`config.mk`:
```
export PLATFORM = sky130hd
export DESIGN_NAME = pipe_execute_unit
export DESIGN_NICKNAME = d
export VERILOG_FILES = /design/src/rtl/y86_pkg.sv /design/src/rtl/pipe_iter_mul.sv /design/src/rtl/pipe_execute_unit.sv
export SDC_FILE = /design/constraint.sdc
export NUM_CORES = 1
export LEC_CHECK = 0
export CORE_MARGIN = 2
export CORE_UTILIZATION = 43
export DETAILED_ROUTE_END_ITERATION = 16
export PLACE_DENSITY = 0.68
export SLEW_MARGIN = 10
export SYNTH_ARGS = -nofsm -noshare
export SYNTH_HDL_FRONTEND = slang
export SYNTH_SLANG_ARGS = --single-unit
```
`constraint.sdc`:
```
create_clock -name clk -period 13.5 [get_ports clk]
set_input_delay 2.7 -clock clk [delete_from_list [all_inputs] [get_ports clk]]
set_output_delay 2.7 -clock clk [all_outputs]
set_load 0.1 [all_outputs]
```
`src/rtl/y86_pkg.sv`:
```
// Shared Y86-64 encodings for the execute stage: instruction and function
// codes, condition codes, stage status values and the multiplier FSM states.
package y86_pkg;

  // Instruction codes
  localparam logic [3:0] I_HALT   = 4'h0;
  localparam logic [3:0] I_NOP    = 4'h1;
  localparam logic [3:0] I_RRMOVQ = 4'h2;  // rrmovq / cmovXX
  localparam logic [3:0] I_IRMOVQ = 4'h3;
  localparam logic [3:0] I_RMMOVQ = 4'h4;
  localparam logic [3:0] I_MRMOVQ = 4'h5;
  localparam logic [3:0] I_OPQ    = 4'h6;
  localparam logic [3:0] I_JXX    = 4'h7;
  localparam logic [3:0] I_CALL   = 4'h8;
  localparam logic [3:0] I_RET    = 4'h9;
  localparam logic [3:0] I_PUSHQ  = 4'hA;
  localparam logic [3:0] I_POPQ   = 4'hB;

  // ALU function codes (ifun under OPq)
  localparam logic [3:0] ALU_ADD = 4'h0;
  localparam logic [3:0] ALU_SUB = 4'h1;
  localparam logic [3:0] ALU_AND = 4'h2;
  localparam logic [3:0] ALU_XOR = 4'h3;
  localparam logic [3:0] ALU_MUL = 4'h4;

  // Condition codes (ifun under cmovXX / jXX)
  localparam logic [3:0] C_YES = 4'h0;
  localparam logic [3:0] C_LE  = 4'h1;
  localparam logic [3:0] C_L   = 4'h2;
  localparam logic [3:0] C_E   = 4'h3;
  localparam logic [3:0] C_NE  = 4'h4;
  localparam logic [3:0] C_GE  = 4'h5;
  localparam logic [3:0] C_G   = 4'h6;

  // Stage status
  localparam logic [1:0] STAT_AOK = 2'd0;
  localparam logic [1:0] STAT_HLT = 2'd1;
  localparam logic [1:0] STAT_ADR = 2'd2;
  localparam logic [1:0] STAT_INS = 2'd3;

  // Register ID meaning "no destination"
  localparam logic [3:0] REG_NONE = 4'hF;

  // Condition-code register, packed so that it reads as {ZF,SF,OF}
  typedef struct packed {
    logic zf;
    logic sf;
    logic of;
  } cc_t;

  // Iterative multiplier states
  typedef enum logic [1:0] {
    MUL_IDLE = 2'd0,
    MUL_RUN  = 2'd1,
    MUL_DONE = 2'd2
  } mul_state_e;

  // Evaluate a cmov/jXX condition against the current flags.
  function automatic logic cond_eval(input logic [3:0] ifun, input cc_t flags);
    logic lt;
    lt = flags.sf ^ flags.of;
    case (ifun)
      C_YES:   return 1'b1;
      C_LE:    return lt | flags.zf;
      C_L:     return lt;
      C_E:     return flags.zf;
      C_NE:    return ~flags.zf;
      C_GE:    return ~lt;
      C_G:     return ~lt & ~flags.zf;
      default: return 1'b0;
    endcase
  endfunction

endpackage

```
`src/rtl/pipe_iter_mul.sv`:
```
// Shift-add multiplier, one multiplier bit per cycle. Bit 0 is consumed on the
// start edge, bits 1..W-1 in the RUN state, then a single DONE cycle presents
// the low W bits of the product. Busy covers W cycles, occupancy is W+1.
module pipe_iter_mul
  import y86_pkg::*;
#(
  parameter int unsigned W = 64
) (
  input  logic         clk,
  input  logic         rst_n,
  input  logic         i_start,
  input  logic         i_abort,
  input  logic [W-1:0] i_a,
  input  logic [W-1:0] i_b,
  output logic         o_busy,
  output logic         o_done,
  output logic [W-1:0] o_result
);

  localparam int unsigned   CW       = $clog2(W);
  localparam logic [CW-1:0] LAST_CNT = CW'(W - 1);
  localparam logic [CW-1:0] ONE_CNT  = CW'(1);

  mul_state_e    r_state;
  mul_state_e    w_next;
  logic [W-1:0]  r_acc;
  logic [W-1:0]  r_mcand;
  logic [W-1:0]  r_mplier;
  logic [CW-1:0] r_cnt;

  // State register; reset returns to IDLE immediately, abandoning any operation.
  // NOTE: sequential state uses non-blocking (<=) so every flop samples the
  // pre-edge values; blocking (=) here would create order-dependent races.
  always_ff @(posedge clk or negedge rst_n) begin
    if (!rst_n) r_state <= MUL_IDLE;
    else        r_state <= w_next;
  end

  // Next-state and status outputs; busy is raised combinationally on start.
  // NOTE: every output of this block gets a default first, so no path leaves
  // a variable unassigned and no latch is inferred.
  always_comb begin
    w_next = r_state;
    o_busy = 1'b0;
    o_done = 1'b0;
    case (r_state)
      MUL_IDLE: begin
        if (i_start) begin
          o_busy = 1'b1;
          w_next = MUL_RUN;
        end
      end
      MUL_RUN: begin
        o_busy = 1'b1;
        if (i_abort)              w_next = MUL_IDLE;
        else if (r_cnt == ONE_CNT) w_next = MUL_DONE;
      end
      MUL_DONE: begin
        o_done = 1'b1;
        w_next = MUL_IDLE;
      end
      default: w_next = MUL_IDLE;
    endcase
  end

  // Datapath: load operands and bit 0 on start, then accumulate one bit per cycle.
  always_ff @(posedge clk or negedge rst_n) begin
    if (!rst_n) begin
      r_acc    <= '0;
      r_mcand  <= '0;
      r_mplier <= '0;
      r_cnt    <= '0;
    end else if (r_state == MUL_IDLE && i_start) begin
      r_acc    <= i_b[0] ? i_a : '0;
      r_mcand  <= i_a << 1;
      r_mplier <= i_b >> 1;
      r_cnt    <= LAST_CNT;
    end else if (r_state == MUL_RUN) begin
      if (r_mplier[0]) r_acc <= r_acc + r_mcand;
      r_mcand  <= r_mcand << 1;
      r_mplier <= r_mplier >> 1;
      r_cnt    <= r_cnt - ONE_CNT;
    end
  end

  assign o_result = r_acc;

endmodule

```
`src/rtl/pipe_execute_unit.sv`:
```
// Y86 execute stage: operand selection, ALU, CC register, cmov/jXX condition,
// optional iterative mulq, and the E->M pipeline register with stall/bubble.
module pipe_execute_unit
  import y86_pkg::*;
#(
  parameter int unsigned W      = 64,
  parameter bit          MUL_EN = 1'b1,
  parameter logic [3:0]  RNONE  = REG_NONE
) (
  input  logic         clk,
  input  logic         rst_n,
  input  logic [1:0]   E_stat,
  input  logic [3:0]   E_icode,
  input  logic [3:0]   E_ifun,
  input  logic [W-1:0] E_valC,
  input  logic [W-1:0] E_valA,
  input  logic [W-1:0] E_valB,
  input  logic [3:0]   E_dstE,
  input  logic [3:0]   E_dstM,
  input  logic [1:0]   m_stat,
  input  logic [1:0]   W_stat,
  input  logic         M_stall,
  input  logic         M_bubble,
  output logic [W-1:0] e_valE,
  output logic [3:0]   e_dstE,
  output logic         e_cnd,
  output logic         e_busy,
  output logic [2:0]   cc,
  output logic [1:0]   M_stat,
  output logic [3:0]   M_icode,
  output logic         M_cnd,
  output logic [W-1:0] M_valE,
  output logic [W-1:0] M_valA,
  output logic [3:0]   M_dstE,
  output logic [3:0]   M_dstM
);

  // Stack pointer step: one machine word in bytes.
  localparam logic [W-1:0] WORD_BYTES = W'(W / 8);

  logic [W-1:0] w_alu_a;
  logic [W-1:0] w_alu_b;
  logic [W-1:0] w_alu_res;
  logic [W-1:0] w_mul_res;
  logic [3:0]   w_alufun;
  logic         w_of;
  logic         w_is_opq;
  logic         w_is_mul;
  logic         w_op_valid;
  logic         w_down_ok;
  logic         w_mul_start;
  logic         w_mul_busy;
  logic         w_mul_done;
  logic         w_set_cc;
  logic [1:0]   w_e_stat;
  cc_t          w_flags;
  cc_t          r_cc;

  // Instruction classification and exception gating.
  assign w_is_opq   = (E_icode == I_OPQ);
  assign w_is_mul   = w_is_opq && (E_ifun == ALU_MUL) && MUL_EN;
  assign w_op_valid = !w_is_opq || (E_ifun <= ALU_XOR) || w_is_mul;
  assign w_down_ok  = (m_stat == STAT_AOK) && (W_stat == STAT_AOK);
  assign w_e_stat   = (E_stat == STAT_AOK && !w_op_valid) ? STAT_INS : E_stat;

  // A multiply behind a downstream exception would be flushed anyway, so it
  // is not started; one already running is aborted by the same condition.
  assign w_mul_start = w_is_mul && (E_stat == STAT_AOK) && w_down_ok;

  pipe_iter_mul #(
    .W (W)
  ) u_mul (
    .clk      (clk),
    .rst_n    (rst_n),
    .i_start  (w_mul_start),
    .i_abort  (!w_down_ok),
    .i_a      (E_valA),
    .i_b      (E_valB),
    .o_busy   (w_mul_busy),
    .o_done   (w_mul_done),
    .o_result (w_mul_res)
  );

  assign e_busy = w_mul_busy;

  // ALU operand A selection by instruction class.
  always_comb begin
    w_alu_a = '0;
    case (E_icode)
      I_RRMOVQ, I_OPQ:            w_alu_a = E_valA;
      I_IRMOVQ, I_RMMOVQ, I_MRMOVQ: w_alu_a = E_valC;
      I_CALL, I_PUSHQ:            w_alu_a = -WORD_BYTES;
      I_RET, I_POPQ:              w_alu_a = WORD_BYTES;
      default:                    w_alu_a = '0;
    endcase
  end

  // ALU operand B selection by instruction class.
  always_comb begin
    w_alu_b = '0;
    case (E_icode)
      I_RMMOVQ, I_MRMOVQ, I_OPQ, I_CALL,
      I_RET, I_PUSHQ, I_POPQ: w_alu_b = E_valB;
      default:                w_alu_b = '0;
    endcase
  end

  assign w_alufun = w_is_opq ? E_ifun : ALU_ADD;

  // ALU result and signed-overflow detection (overflow only for add/sub).
  always_comb begin
    w_alu_res = '0;
    w_of      = 1'b0;
    case (w_alufun)
      ALU_ADD: begin
        w_alu_res = w_alu_b + w_alu_a;
        w_of      = (w_alu_a[W-1] == w_alu_b[W-1]) && (w_alu_res[W-1] != w_alu_a[W-1]);
      end
      ALU_SUB: begin
        w_alu_res = w_alu_b - w_alu_a;
        w_of      = (w_alu_a[W-1] != w_alu_b[W-1]) && (w_alu_res[W-1] != w_alu_b[W-1]);
      end
      ALU_AND: w_alu_res = w_alu_b & w_alu_a;
      ALU_XOR: w_alu_res = w_alu_b ^ w_alu_a;
      ALU_MUL: w_alu_res = MUL_EN ? w_mul_res : '0;
      default: w_alu_res = '0;
    endcase
  end

  assign e_valE     = w_alu_res;
  assign w_flags.zf = (w_alu_res == '0);
  assign w_flags.sf = w_alu_res[W-1];
  assign w_flags.of = w_of;

  // Flags are written only by a valid OPq with a clean pipeline; mulq only
  // writes once its product is presented in the DONE cycle.
  assign w_set_cc = w_is_opq && w_op_valid && (E_stat == STAT_AOK) && w_down_ok &&
                    (!w_is_mul || w_mul_done);

  // Condition-code register.
  always_ff @(posedge clk or negedge rst_n) begin
    if (!rst_n)        r_cc <= '{zf: 1'b1, sf: 1'b0, of: 1'b0};
    else if (w_set_cc) r_cc <= w_flags;
  end

  assign cc = r_cc;

  // Condition evaluation for cmovXX and jXX against the registered flags.
  always_comb begin
    e_cnd = 1'b0;
    if (E_icode == I_RRMOVQ || E_icode == I_JXX) e_cnd = cond_eval(E_ifun, r_cc);
  end

  // A cmov whose condition fails writes no register.
  assign e_dstE = (E_icode == I_RRMOVQ && !e_cnd) ? RNONE : E_dstE;

  // E->M pipeline register: stall holds, bubble or multiplier busy inserts a NOP.
  always_ff @(posedge clk or negedge rst_n) begin
    if (!rst_n) begin
      M_stat  <= STAT_AOK;
      M_icode <= I_NOP;
      M_cnd   <= 1'b0;
      M_valE  <= '0;
      M_valA  <= '0;
      M_dstE  <= RNONE;
      M_dstM  <= RNONE;
    end else if (M_stall) begin
      M_stat  <= M_stat;
    end else if (M_bubble || w_mul_busy) begin
      M_stat  <= STAT_AOK;
      M_icode <= I_NOP;
      M_cnd   <= 1'b0;
      M_valE  <= '0;
      M_valA  <= '0;
      M_dstE  <= RNONE;
      M_dstM  <= RNONE;
    end else begin
      M_stat  <= w_e_stat;
      M_icode <= E_icode;
      M_cnd   <= e_cnd;
      M_valE  <= w_alu_res;
      M_valA  <= E_valA;
      M_dstE  <= e_dstE;
      M_dstM  <= E_dstM;
    end
  end

endmodule

```
# --- Word level (Yosys, flattened, before mapping) ---
# Index checks and enable logic that the tools add are counted.
# Widths: inputs -> output; s select.
word_totals:
  register_bits: 346
  latchBits: 0
  ram_bits: 0
  romBits: 0
  elab_cells: 127
  mem_count: 0
classes:
  n_addsub: 4
  multipliers: 0
  n_div: 0
  n_lt_le_gt_ge: 1
  eq_ne: 29
  n_shift: 0
  mux: 33
  bitwise: 7
  reduce_logical: 38
ops:
  columns: ["operator", "n"]
  rows:
  - ["$mux 64", 11]
  - ["$pmux 64 s5", 1]
  - ["$pmux 64 s4", 1]
  - ["$add 64x64->64", 2]
  - ["$and 64x64->64", 1]
  - ["$logic_not 64->1", 1]
  - ["$sub 64x64->64", 1]
  - ["$xor 64x64->64", 1]
  - ["$eq 4x3->1 const B", 8]
  - ["$eq 4x2->1 const B", 6]
  - ["$mux 4", 5]
  - ["$eq 4x4->1 const B", 4]
  - ["$logic_and 1x1->1", 13]
  - ["$mux 6", 2]
  - ["$mux 2", 5]
  - ["$eq 4x1->1 const B", 2]
  - ["$logic_not 2->1", 4]
  - ["$logic_not 4->1", 2]
  - ["$pmux 1 s7", 1]
  - ["$reduce_or 7->1", 1]
  - ["$eq 6x1->1 const B", 1]
  - ["$reduce_or 2->1", 3]
  - ["$sub 6x1->6 const B", 1]
  - ["$logic_or 1x1->1", 5]
  - ["18 further kinds", 30]

# --- Depth between registers and ports, before layout ---
depth:
  depth_word: 9
  mapped_depth: 24
  ltp_nobuf: 22

# --- Cells and area by module ---
# From an unflattened synthesis, not the netlist that was laid out.
hier_totals:
  cells_unflattened: 3935
  area_unflattened_um2: 30501.8
by_module_without_submodules:
  columns: ["module", "instances", "cells_each", "area_per_inst_um2", "seq_area_each_um2"]
  rows:
  - ["pipe_execute_unit", 1, 2426, 18089.8, 3666.0]
  - ["pipe_iter_mul", 1, 1509, 12411.9, 4954.8]

# --- Least setup slack after synthesis ---
# OpenSTA, ideal clock, no wires.
synth_path:
  path_kind: "input-to-output"
  from: "in E_icode[0]"
  to: "out e_valE[60]"
  t_arrival_ps: 8843
  required_time_ps: 10800
  path_slack_ps: 1957
  cell_stages: 21
  path_buffers: 2
  cell_sequence: "buf_2 -> nand2_1 -> nor2_1 -> a21oi_1 -> nor2_1 -> clkbuf_1 -> a22o_1 -> ha_1 -> inv_1 -> fa_1 -> a211oi_2 -> o21ai_1 -> a31oi_1 -> a21oi_1 -> o21ai_1 -> o21ai_0 -> a211oi_1 -> o211a_1 -> nor2_1 -> mux2i_1 -> o21ai_0"
synth_between:
  elab_chain_cells: 5
  elab_cells_between_ends: 27
  classes_between: "add/sub: 2; eq/ne: 13; mux: 4; bitwise: 2; reduce/logical: 6"
synth_lines:
  columns: ["element", "line", "text"]
  rows:
  - ["start, declared", "pipe_execute_unit.sv:13", "input logic [3:0] E_icode,"]
  - ["$eq 4x3->1 (tied with other cells)", "pipe_execute_unit.sv:89, pipe_execute_unit.sv:101", null]
  - ["$reduce_or 3->1 (tied with other cells)", "pipe_execute_unit.sv:89", "case (E_icode)"]
  - ["$pmux 64 s4 / $mux 64 (equally long branches)", "pipe_execute_unit.sv:89, pipe_execute_unit.sv:101", null]
  - ["$sub 64x64->64 (tied with other cells)", "pipe_execute_unit.sv:120", "w_alu_res = w_alu_b - w_alu_a;"]
  - ["$pmux 64 s5 (*)", "pipe_execute_unit.sv:114", "case (w_alufun)"]
  - ["end, declared", "pipe_execute_unit.sv:24", "output logic [W-1:0] e_valE,"]
# Every way passes the cells marked *; elsewhere a longest branch is shown, timed or not.

# --- Worst setup path after layout ---
layout_path:
  from: "in E_icode[0]"
  to: "out e_valE[47]"
# The elaborated chain is that of the path after synthesis.

==> flow_summary.json <==
{
  "cts_tree": "done",
  "dieArea_um2": 71500,
  "hold_viol_final": 0,
  "synth.top_cell.area_share_pct": 28.0,
  "final_core_util_pct": 52.9,
  "holdWs_ns": 0.458,
  "rows": 96,
  "slew_headroom_pct": 25.9,
  "routed_via_density": 6.57,
  "multi_input_comb_area_um2": 19600,
  "post-synth-top-area-cell": "dfrtp_1",
  "fillers": 6568,
  "final_cells": 5034,
  "p_sw_share_pct": 44.6,
  "layout.nets": 4482,
  "worstPathMaxFanout": 33,
  "synth_cell_types": 102,
  "dieHeight_um": 267,
  "synth_edf_count": 0,
  "p_comb_share_pct": 42.8,
  "clock_sink_count": 344,
  "synth_top_family_by_area": "compound AO/OA/AOI/OAI gates",
  "synth_compound_area_share_pct": 33.6,
  "ctsHoldBuffers": 0,
  "drc": 0,
  "dpl.cell_count": 4953,
  "worst_ir_drop_vdd_mv": 0.0922,
  "cap_viol_max_count": 0,
  "startpoint_type": "primary input",
  "dpl.hpwl_um": 105000,
  "end_kind": "output port",
  "r2r_start": "u_mul.r_state[0]",
  "ys_seq_elements": 344,
  "tightest_slew_ns": 1.10,
  "timing.rr.end": "cc[2]",
  "synth_mux_area_share_pct": 0.831,
  "drt-initial-drc-count": 4600,
  "p_sw_uw": 1820,
  "firstDrtPassIters": 12,
  "grt_max_degree": 104,
  "wl_per_cell_um": 27.0,
  "portBuffers": 433,
  "worstSetupPathType": "primary input to output port",
  "crit_end": "e_valE[47]",
  "cp.arrival_ns": 9.66,
  "clk-insertion-delay-late_ns": 0.60,
  "clk_pin_slew_ns": 0.06,
  "synth-xor-area-share_pct": 2.14,
  "cts_max_level": 2,
  "mappedNetlistArea_um2": 29800,
  "rsz0062_at_grt": "no",
  "yosysSeqAreaShare_pct": 28.9,
  "setup_viol": 0,
  "area_growth_pct": 21.7,
  "worstSetupStartpoint": "E_icode[0]",
  "finalCritPeriodShare_pct": 91.5,
  "period_needed_ns": 12.36,
  "start_util_pct": 43.5,
  "grt_overflow": 0,
  "hp-class": "flop to flop",
  "grt_usage_pct": 36.7,
  "ctsResizeCount": 0,
  "cts-root-buf": "clkbuf_16",
  "synth_flop_cell": "dfrtp_1",
  "clkPwrFrac_pct": 30.2,
  "cts_setup_buffers": 0,
  "status": "completed",
  "maxSlewViolCount": 0,
  "clockBufferDepth": 3,
  "die_x_um": 267,
  "ant_nets": 0,
  "p_leak_uw": 0.0164,
  "seqPwrFrac_pct": 27.1,
  "rrSetupSlack_ns": 8.07,
  "ys.warnings.count": 0,
  "required_ns": 10.80,
  "place.gp.congestion": 1.04,
  "dpl_cell_area_um2": 34800,
  "regArea_um2": 8620,
  "antenna_found_initial": 8,
  "synthesis.nets": 4213,
  "drive_gt1_share_pct": 6.05,
  "synth.most_common_cell": "nand2_1",
  "fin_area_um2": 36300,
  "fmax_mhz": 80.9,
  "cts-buffers-inserted": 41,
  "grt_pass1_vias": 29600,
  "synth-simple-area-share_pct": 20.2,
  "io-pin-count": 434,
  "p_per_area_nw_per_um2": 112,
  "async_flop_share_pct": 100,
  "synth_cells": 3796,
  "reg2regPathDepth": 13,
  "vias": 33100,
  "avgSynthCellArea_um2": 7.85,
  "wirelength_um": 136000,
  "synth_top_cells_by_area": "dfrtp_1 (28%), ha_1 (8.2%), a21oi_1 (6.3%), nand2_1 (6.1%), a22o_1 (4.4%)",
  "coreArea_um2": 68600,
  "internal_power_uw": 2260,
  "grt_pass1_wl_um": 198000,
  "fin_skew_ns": 0.0202,
  "fin_tns_setup_ns": 0,
  "yosys.area_share.adder_pct": 8.43,
  "yosys-top-cells-count": "nand2_1 (485), a21oi_1 (375), dfrtp_1 (334)"
}
## sequential cells by signal, summed over array words and instances (netlist names), 6 cells and up
| name | count |
|---|---|
| M_valA | 64 |
| M_valE | 64 |
| u_mul.o_result | 64 |
| u_mul.r_mcand | 63 |
| u_mul.r_mplier | 63 |
| u_mul.r_cnt | 6 |
## critical path, cell delays in order
cell             delay [ns]
clkdlybuf4s50_1        0.70
nand2_1                0.20
nor2_1                 0.13
a21oi_1                0.08
nor2_4                 0.60
buf_4                  0.47
a221oi_1               0.22
ha_1                   0.63
inv_1                  0.23
nand3_1                0.21
a311oi_1               0.07
o31ai_1                0.10
o311ai_1               0.29
o31ai_1                0.57
a21oi_1                0.13
o311ai_0               0.42
mux2i_1                0.14
o21ai_1                0.43
clkdlybuf4s50_1        1.26
## worst min-delay path by stage
stage	from	end	slack, ns	depth (start not counted)
final	M_dstE[1]	M_dstE[1]	0.46	2
after global routing	M_dstM[2]	M_dstM[2]	0.47	2
after CTS	M_dstE[1]	M_dstE[1]	0.46	2
after detailed placement	M_dstE[1]	M_dstE[1]	0.45	2
after global placement	M_dstE[3]	M_dstE[3]	0.45	2
after floorplan	u_mul.o_result[0]	u_mul.o_result[0]	0.44	2
## cell families (layout without fill, tap and decap cells)
family | count (synthesis) | count (layout)
flops | 344 | 344
compound gates | 1448 | 1448
other cells | 0 | 6
fa+ha+maj | 199 | 199
mux | 24 | 24
xor+xnor | 73 | 73
simple gates | 1255 | 1255
buf+inv | 453 | 754
## routing by layer
metal  routed length [um]  vias up  track usage [%]
met5                    4        -                0
li1                     -    14600                -
met3                19100      236             11.8
met2                53400     2122             49.2
met4                 3890        2             9.72
met1                59700    16100             55.3
## cell usage in the layout (no fill, tap or decap), types with 43 or more instances in the layout
cell type,count
a21o_1,75
a21oi_1,374
a221oi_1,69
a22o_1,150
a22oi_1,167
buf_4,61
clkdlybuf4s50_1,423
dfrtp_1,334
ha_1,196
inv_1,183
nand2_1,483
nand3_1,84
nand4_1,56
nor2_1,224
nor2b_1,99
nor3_1,61
o21ai_0,179
o31ai_1,43
## metrics by stage
step | setup slack (ns) | power (uW)
2_1_floorplan | 1.96 | 2290
3_3_place_gp | 1.35 | 2820
3_5_place_dp | 1.34 | 2820
4_1_cts | 1.34 | 4060
5_1_grt | 0.859 | 4210
6_report | 1.14 | 4080
## power groups by stage
stage | registers (uW) | logic, uW | clock network [uW]
finish | 1100 | 1740 | 1230
global route | 1110 | 1810 | 1290
CTS | 1100 | 1700 | 1250
detailed placement | 1120 | 1700 | 0
global placement | 1120 | 1710 | 0
floorplan | 1430 | 864 | 0
## layout make-up
cell class	count	area share (%)
clock inverter	21	0.927
sequential	344	23.8
clock buffer	54	3.16
timing repair buffer	486	13.0
tap	931	3.21
inverter	193	2.00
multi-input combinational	2999	53.9
antenna	6	0.0414
(Power assumes the default switching activity.)
